## src/rtl/regarb_pkg.sv

```systemverilog
// Shared defaults and grant encodings for the register-file write arbiter.
package regarb_pkg;

    localparam int DEFAULT_BITS_DATA = 32;
    localparam int DEFAULT_BITS_ADDR = 3;

    typedef enum logic {
        GRANT_REQ0 = 1'b0,
        GRANT_REQ1 = 1'b1
    } grantSelT;

endpackage

```

## src/rtl/regfile_write_arbiter_rr_arbiter2.sv

```systemverilog
// Two-input round-robin arbiter: a one-hot grant from the valids, and priority
// that rotates only when a transfer actually happens.
module rr_arbiter2
    import regarb_pkg::*;
(
    input  logic       clk,
    input  logic       rst_n,
    input  logic [1:0] valid,
    input  logic       transfer,
    output logic [1:0] grant
);

    grantSelT lastGrant;

    // NOTE: every signal written in always_comb gets a default first, so no path can infer a latch.
    always_comb begin
        grant = 2'b00;
        if (valid == 2'b11) begin
            grant = (lastGrant == GRANT_REQ1) ? 2'b01 : 2'b10;
        end else begin
            grant = valid;
        end
    end

    // NOTE: sequential state uses non-blocking assignments so every flop samples pre-edge values.
    always_ff @(posedge clk or negedge rst_n) begin
        if (!rst_n) begin
            lastGrant <= GRANT_REQ1;
        end else if (transfer) begin
            lastGrant <= grant[1] ? GRANT_REQ1 : GRANT_REQ0;
        end
    end

endmodule

```

## src/rtl/regfile_write_arbiter.sv

```systemverilog
// Single writer of the register array: round-robin over ALU/load writebacks, registered write port, busy scoreboard.
// Optional build macro REGARB_R0_ZERO_EN makes R0 hardwired zero.
module regfile_write_arbiter
    import regarb_pkg::*;
#(
    parameter  int BITS_DATA = DEFAULT_BITS_DATA,
    parameter  int BITS_ADDR = DEFAULT_BITS_ADDR,
    localparam int NREGS     = 2 ** BITS_ADDR
) (
    input  logic                 clk,
    input  logic                 rst_n,
    input  logic                 wreq0_valid,
    input  logic [BITS_ADDR-1:0] wreq0_addr,
    input  logic [BITS_DATA-1:0] wreq0_data,
    output logic                 wreq0_ready,
    input  logic                 wreq1_valid,
    input  logic [BITS_ADDR-1:0] wreq1_addr,
    input  logic [BITS_DATA-1:0] wreq1_data,
    output logic                 wreq1_ready,
    input  logic                 rsv_valid,
    input  logic [BITS_ADDR-1:0] rsv_addr,
    input  logic [BITS_ADDR-1:0] rd1_addr,
    input  logic [BITS_ADDR-1:0] rd2_addr,
    output logic                 rd1_stall,
    output logic                 rd2_stall,
    output logic                 rf_we,
    output logic [BITS_ADDR-1:0] rf_waddr,
    output logic [BITS_DATA-1:0] rf_wdata,
    output logic [NREGS-1:0]     busy
);

    logic [1:0]           grant;
    logic                 transfer;
    logic [BITS_ADDR-1:0] selAddr;
    logic [BITS_DATA-1:0] selData;
    logic                 writeEn;
    logic [NREGS-1:0]     busyNext;

    rr_arbiter2 u_arb (
        .clk      (clk),
        .rst_n    (rst_n),
        .valid    ({wreq1_valid, wreq0_valid}),
        .transfer (transfer),
        .grant    (grant)
    );

    assign wreq0_ready = grant[0];
    assign wreq1_ready = grant[1];
    assign transfer    = |(grant & {wreq1_valid, wreq0_valid});
    assign selAddr     = grant[1] ? wreq1_addr : wreq0_addr;
    assign selData     = grant[1] ? wreq1_data : wreq0_data;

`ifdef REGARB_R0_ZERO_EN
    // R0 writes still handshake so the requester can retire them; they just never reach the array.
    assign writeEn = transfer && (selAddr != '0);
`else
    assign writeEn = transfer;
`endif

    always_ff @(posedge clk or negedge rst_n) begin
        if (!rst_n) begin
            rf_we    <= 1'b0;
            rf_waddr <= '0;
            rf_wdata <= '0;
        end else begin
            rf_we <= writeEn;
            if (writeEn) begin
                rf_waddr <= selAddr;
                rf_wdata <= selData;
            end
        end
    end

    // Reservation is applied after the clear so a same-cycle set on the written register wins.
    always_comb begin
        busyNext = busy;
        if (rf_we) begin
            busyNext[rf_waddr] = 1'b0;
        end
        if (rsv_valid) begin
            busyNext[rsv_addr] = 1'b1;
        end
`ifdef REGARB_R0_ZERO_EN
        busyNext[0] = 1'b0;
`endif
    end

    always_ff @(posedge clk or negedge rst_n) begin
        if (!rst_n) begin
            busy <= '0;
        end else begin
            busy <= busyNext;
        end
    end

    assign rd1_stall = busy[rd1_addr];
    assign rd2_stall = busy[rd2_addr];

endmodule

```

## config.mk

```make
export PLATFORM = sky130hd
export DESIGN_NAME = regfile_write_arbiter
export DESIGN_NICKNAME = d
export VERILOG_FILES = /design/src/rtl/regarb_pkg.sv /design/src/rtl/regfile_write_arbiter_rr_arbiter2.sv /design/src/rtl/regfile_write_arbiter.sv
export SDC_FILE = /design/constraint.sdc
export NUM_CORES = 1
export LEC_CHECK = 0
export ABC_AREA = 1
export BUFFER_PORTS_ARGS = -buffer_cell sky130_fd_sc_hd__buf_2
export CORE_MARGIN = 2
export CORE_UTILIZATION = 41
export CTS_BUF_LIST = sky130_fd_sc_hd__clkbuf_8 sky130_fd_sc_hd__clkbuf_16
export DETAILED_ROUTE_END_ITERATION = 10
export PLACE_DENSITY = 0.84
export SLEW_MARGIN = 15
export SYNTH_ARGS = -nofsm -noshare
export SYNTH_HDL_FRONTEND = slang
export SYNTH_HIERARCHICAL = 1
export SYNTH_SLANG_ARGS = --single-unit
```

## constraint.sdc

```tcl
create_clock -name clk -period 1.4 [get_ports clk]
set_input_delay 0.14 -clock clk [delete_from_list [all_inputs] [get_ports clk]]
set_output_delay 0.14 -clock clk [all_outputs]
set_load 0.1 [all_outputs]
```

==> results.ini, run 1 <==
[run_status]
status=complete, but fails checks
violations=negative setup slack

[critical_path]
setup.worst_path.end=wreq1_ready
end_kind=output pin
crit_arrival_ns=1.39
timing.rr.start=u_arb/lastGrant
reg2reg_to=rf_wdata[24]
critPathLaunchType=register
critPathKind=register to output pin
cp.required_ns=1.26
reg2reg_depth=9
worstPathMaxFanout=5
reg2reg_slack_ns=-0.11
crit_start=u_arb/lastGrant

[pwr]
p_total_uw=8280
power_leakage_uw=0.00201
cellPowerDensity_mw_per_mm2=2030
vdd_drop_max_uv=1630

[job]
maxCapViolCount=0

[yosys]
yosysWarnings=6
synth_cells=323
synth_nets=407
yosysTopAreaCell=dfrtp_1
netlist_area_mm2=0.00253
synth.distinct_cells=19
synth.top_cell.area_share_pct=43.6
ys_top_cells_by_area=dfrtp_1 (44%), a21oi_2 (11%), nand2_1 (11%)
syn_area_per_cell_um2=7.82
ys_seq_elements=45
ys_seq_area_share_pct=44.6

[sta]
fin_skew_ns=0.00361
setup_violations=40
post-route-period-util_pct=110
period_needed_ns=1.53
finalHoldViolCount=0
slew_headroom_pct=66.3
slew_viol_final=0
worst_hold_slack_ns=0.101
rsz0062_at_grt=yes
worstMarginPinSlew_ns=0.509
fin_ws_ns=-0.134
max_freq_mhz=652

[global_route]
grt_max_degree=61
grt_pass1_wl_mm=10.3
antenna_found_initial=0
overflow=0
grt_pass1_vias=2351
grtUsageTotal_pct=19.5

[floorplan]
pin_count=132
start_util_pct=42.4
fp-row-count=28
dieArea_mm2=0.00681
die-width_um=82.5
die_y_um=82.5
core_mm2=0.00596

[routing]
drt-total-wl_mm=7.22
dr.pass1.iters=4
first_iter_violations=81
drc=0
routedWlPerCell_um=13.0
viasPerCell=4.78
ant_nets=0
vias=2647

[layout]
antenna_cells=0
multi_input_area_mm2=0.00135
nFillCells=426
finish.utilization_pct=68.5
final_layout_size_suffix_gt1_share_pct=58.0
final_common_cell=buf_2
layout_common_cells=buf_2 (121), nand2_1 (52), inv_1 (48)
seq_area_mm2=0.00116
nNetsFinal=562
area_growth_pct=61.3

[clock_network]
clockRootBuffer=clkbuf_8
cts_tree=yes
cts-buffers-inserted=5
clock_sinks=45
cts.clk_slew.worst_paths_ns=0.08
clock_latency_ns=0.29
clock_path_buffers=2
htree_levels=2

[place]
place_ws_ns=-0.113
dp_hpwl_mm=5.08
gp_congestion=0.830
portBuffers=131

[hold_path]
hold_start=wreq0_addr[1]
hp-class=input pin to register

-- repair_timing --
item / CTS / global route
hold buffers: 1 / 0
endpoints found under the hold margin: 15 / 0
endpoints found under the setup margin: 40 / 46
setup buffers: 8 / 1
pin swaps: 7 / 14
resized for setup: 27 / 74
cloned: 2 / 3
-- registers in the layout (all words and copies together), names as in the netlist --
signal and flops:
busy 8, rf_wdata 32, rf_waddr 3, u_arb/lastGrant 1, rf_we 1
-- power by group --
part           switching (uW)  internal (uW)
clock                     436            580
sequential                317           1740
combinational            3960           1250
-- per-layer routing --
metal	global-route usage, %	vias up	wire length, um
met5	0	-	0
met4	3.93	0	31
met3	4.46	2	404
met2	36.5	96	3880
met1	22.7	1222	2900
li1	-	1327	-
-- synth_stat cells --
| master | n |
|---|---|
| nand3_1 | 13 |
| dfstp_2 | 1 |
| buf_2 | 5 |
| a21boi_1 | 1 |
| o211ai_1 | 1 |
| clkbuf_2 | 2 |
| nand2_8 | 1 |
| o21ai_1 | 3 |
| inv_1 | 57 |
| dfrtp_1 | 44 |
| buf_6 | 7 |
| and2_1 | 1 |
| nand2_4 | 1 |
| o21ai_0 | 48 |
| o211ai_2 | 2 |
| buf_4 | 1 |
| nand2_1 | 71 |
| nor2_1 | 32 |
| a21oi_2 | 32 |
-- logic make-up (layout without fill, tap and decap cells) --
group | count (synthesis) | in the layout | share of synthesized area (%)
AO/OA/AOI/OAI | 87 | 87 | 22.8
AND/OR/NAND/NOR | 119 | 121 | 19.4
buffers and inverters | 72 | 226 | 13.3
flip-flops | 45 | 45 | 44.6
-- stage by stage --
step | std cells | instance area (um2) | TNS, ns
after floorplan | 323 | 2610 | -16.88
after global placement | 531 | 3460 | -0.657
after detailed placement | 531 | 3460 | -2.06
after CTS | 550 | 3750 | -3.25
after global routing | 554 | 4080 | -5.80
final | 554 | 4080 | -3.55
-- worst max-delay path, stage by stage, from the launching register on --
cell and delay, ns:
dfstp_2 0.55, nand2_1 0.08, and2_4 0.18, buf_4 0.14, buf_12 0.15
-- layout make-up --
class	count	share of cell area [%]
sequential	45	28.4
multi-input combinational	208	33.1
tap	75	2.30
inverter	57	5.55
timing repair buffer	161	27.6
clock buffer	6	2.03
clock inverter	2	0.921
-- worst min path at each step --
stage / depth (start not counted) / end / slack (ns)
2_1_floorplan: 0 / busy[0] / -0.16
3_3_place_gp: 1 / rf_wdata[14] / 0.09
3_5_place_dp: 1 / rf_wdata[14] / 0.10
4_1_cts: 2 / busy[6] / 0.08
5_1_grt: 3 / rf_waddr[1] / 0.1
6_report: 3 / rf_waddr[1] / 0.10
(Power assumes the default switching activity.)
==> run 2: changes to the inputs <==
--- a/config.mk
+++ b/config.mk
@@ -8,10 +8,10 @@
 export ABC_AREA = 1
 export BUFFER_PORTS_ARGS = -buffer_cell sky130_fd_sc_hd__buf_2
 export CORE_MARGIN = 2
-export CORE_UTILIZATION = 41
-export CTS_BUF_LIST = sky130_fd_sc_hd__clkbuf_8 sky130_fd_sc_hd__clkbuf_16
+export CORE_UTILIZATION = 42
+export CTS_BUF_LIST = sky130_fd_sc_hd__clkbuf_2 sky130_fd_sc_hd__clkbuf_4 sky130_fd_sc_hd__clkbuf_8
 export DETAILED_ROUTE_END_ITERATION = 10
-export PLACE_DENSITY = 0.84
+export PLACE_DENSITY = 0.85
 export SLEW_MARGIN = 15
 export SYNTH_ARGS = -nofsm -noshare
 export SYNTH_HDL_FRONTEND = slang
==> run 2 against run 1 <==
  * The run still ends with negative setup slack left
  * Clock power is essentially flat
  * Combinational power grew 2%
  * Sequential share of layout area shrank 0.68 points
  * Global-route usage grew 2.5 points
  * Clock-buffer cell count grew 1
  * Wire length grew 9.8%
  * Die area shrank 2.3%
  * Worst hold slack lost 0.0061 ns
  * Worst setup slack lost 0.0011 ns
  * Total power grew 1.3%
  * Final area grew 2.5%
  * Final cell count shrank 0.18%
  * Critical path type unchanged
  * Critical endpoint unchanged
==> results.ini, run 2 (synthesized netlist as in run 1, its figures left out) <==
[place]
dp_hpwl_mm=4.98
place_inst=524
gp_congestion=0.736
dpl_cell_area_mm2=0.00342
portBuffers=131

[critical_path]
cpMostUsedCell=buf_12
reg2reg_depth=7
crit_slowest_cell=dfstp_2
end_kind=output pin
cp.depth=4
critPathKind=register to output pin
worstPathMaxFanout=6
critPathBufInv=2
cp_top_family=flip-flops
crit_chain=nand2_2 -> and2_4 -> buf_12 -> buf_12
critPathLaunchType=register
crit_arrival_ns=1.40
slowest_delay_ns=0.56
cp.required_ns=1.26

[floorplan]
pin_count=132
dieArea_mm2=0.00665
fp-row-count=28
die-width_um=81.6
core_mm2=0.00585
start_util_pct=43.2
die_y_um=81.6

[pwr]
p_total_uw=8390
vdd_drop_max_uv=1590
power_leakage_uw=0.00206
cellPowerDensity_mw_per_mm2=2010

[job]
maxCapViolCount=0

[sta]
post-route-period-util_pct=110
slew_headroom_pct=66.5
slew_viol_final=0
worstMarginPinSlew_ns=0.506
period_needed_ns=1.54
max_freq_mhz=651
rsz0062_at_grt=yes
finalHoldViolCount=0
fin_ws_ns=-0.135
setup_violations=40
fin_skew_ns=0.00490

[global_route]
grtUsageTotal_pct=22.0
grt_max_degree=41
grt_pass1_vias=2543
overflow=0
grt_pass1_wl_mm=11.3
antenna_found_initial=0

[clock_network]
cts_tree=yes
clockRootBuffer=clkbuf_8
clock_sinks=45
htree_levels=2
clock_path_buffers=2
cts.clk_slew.worst_paths_ns=0.08
cts-buffers-inserted=5
clock_latency_ns=0.29

[layout]
seq_area_mm2=0.00116
nFillCells=417
regMostFlops=rf_wdata
final_common_cell=buf_2
stdcell_area_mm2=0.00418
final_layout_size_suffix_gt1_share_pct=63.4
reg_top3=rf_wdata x32, busy x8, rf_waddr x3
largest_reg_flops=32
final_cells=553
area_growth_pct=65.3
antenna_cells=0
layout_common_cells=buf_2 (121), nand2_1 (48), inv_1 (48)
nNetsFinal=561
multi_input_area_mm2=0.00140

[routing]
first_iter_violations=86
viasPerCell=4.94
ant_nets=0
vias=2732
dr.pass1.iters=4
drt-total-wl_mm=7.92
routedWlPerCell_um=14.3
drc=0

[run_status]
status=complete, but fails checks
violations=negative setup slack

[hold_path]
hold_depth=2
hp-class=input pin to register

-- run 2: changes by cell type in the layout (fill, tap and decap cells not counted), moves of 5 or more --
cell,previous run,this run
nor2_1,11,3
o21ai_1,5,16
o21ai_2,2,14
nor2_2,8,18
buf_6,7,2
buf_8,5,0
o21ai_0,44,20
-- run 2: metal layers --
| layer | vias up | global-route usage, % | part of all wire, % |
|---|---|---|---|
| met4 | 0 | 5.33 | 0.91 |
| met1 | 1294 | 26.0 | 38 |
| met3 | 6 | 4.95 | 6.4 |
| li1 | 1323 | - | - |
| met2 | 109 | 40.5 | 54 |
| met5 | - | 0 | 0 |
-- run 2: cell type report --
cell class                      count  area share, %
Clock inverter                      1          0.719
Timing Repair Buffer              161           28.2
Multi-Input combinational cell    207           33.5
Clock buffer                        7           2.16
Inverter                           57           5.36
Sequential cell                    45           27.8
Tap cell                           75           2.25
-- run 2: power breakdown --
part | leakage, uW | switching [uW] | internal (uW)
clock network | 0.0000619 | 430 | 601
logic | 0.00151 | 4010 | 1280
registers | 0.000482 | 326 | 1740
total | 0.00206 | 4760 | 3620
-- run 2: final timing paths --
| path | startpoint | endpoint | slack, ns |
|---|---|---|---|
| max in group asynchronous | rst_n | u_arb/lastGrant | 0.70 |
| min in group asynchronous | rst_n | rf_wdata[3] | 0.19 |
| min reg2reg | rf_wdata[22] | rf_wdata[22] | 0.53 |
| max reg2reg | u_arb/lastGrant | rf_wdata[0] | -0.10 |
| max | u_arb/lastGrant | wreq1_ready | -0.14 |
| min | rsv_addr[0] | busy[4] | 0.09 |
-- run 2: stage by stage --
step	hold slack (ns)	setup TNS (ns)	worst slack, ns	util [%]
floorplan	-0.156	-16.88	-0.467	-
global placement	-0.0187	-1.03	-0.0751	58.5
detailed placement	-0.0170	-1.90	-0.107	58.5
CTS	0.0831	-3.22	-0.136	65.7
global route	0.0929	-4.37	-0.178	71.4
finish	0.0946	-2.14	-0.135	71.4
-- run 2: worst register-to-register path, stage by stage, from the launching register on --
cell	delay [ns]
dfstp_2	0.56
nand2_2	0.06
and2_4	0.17
nand2_4	0.11
nand2_8	0.12
clkbuf_16	0.20
nor2_2	0.12
a21oi_2	0.05
-- run 2: timing repair --
action	CTS	global route
hold buffers	1	0
cloned	5	3
setup endpoints to repair	39	46
hold endpoints to repair	44	0
setup buffers	10	3
gates resized for setup	45	93
pin swaps	16	23
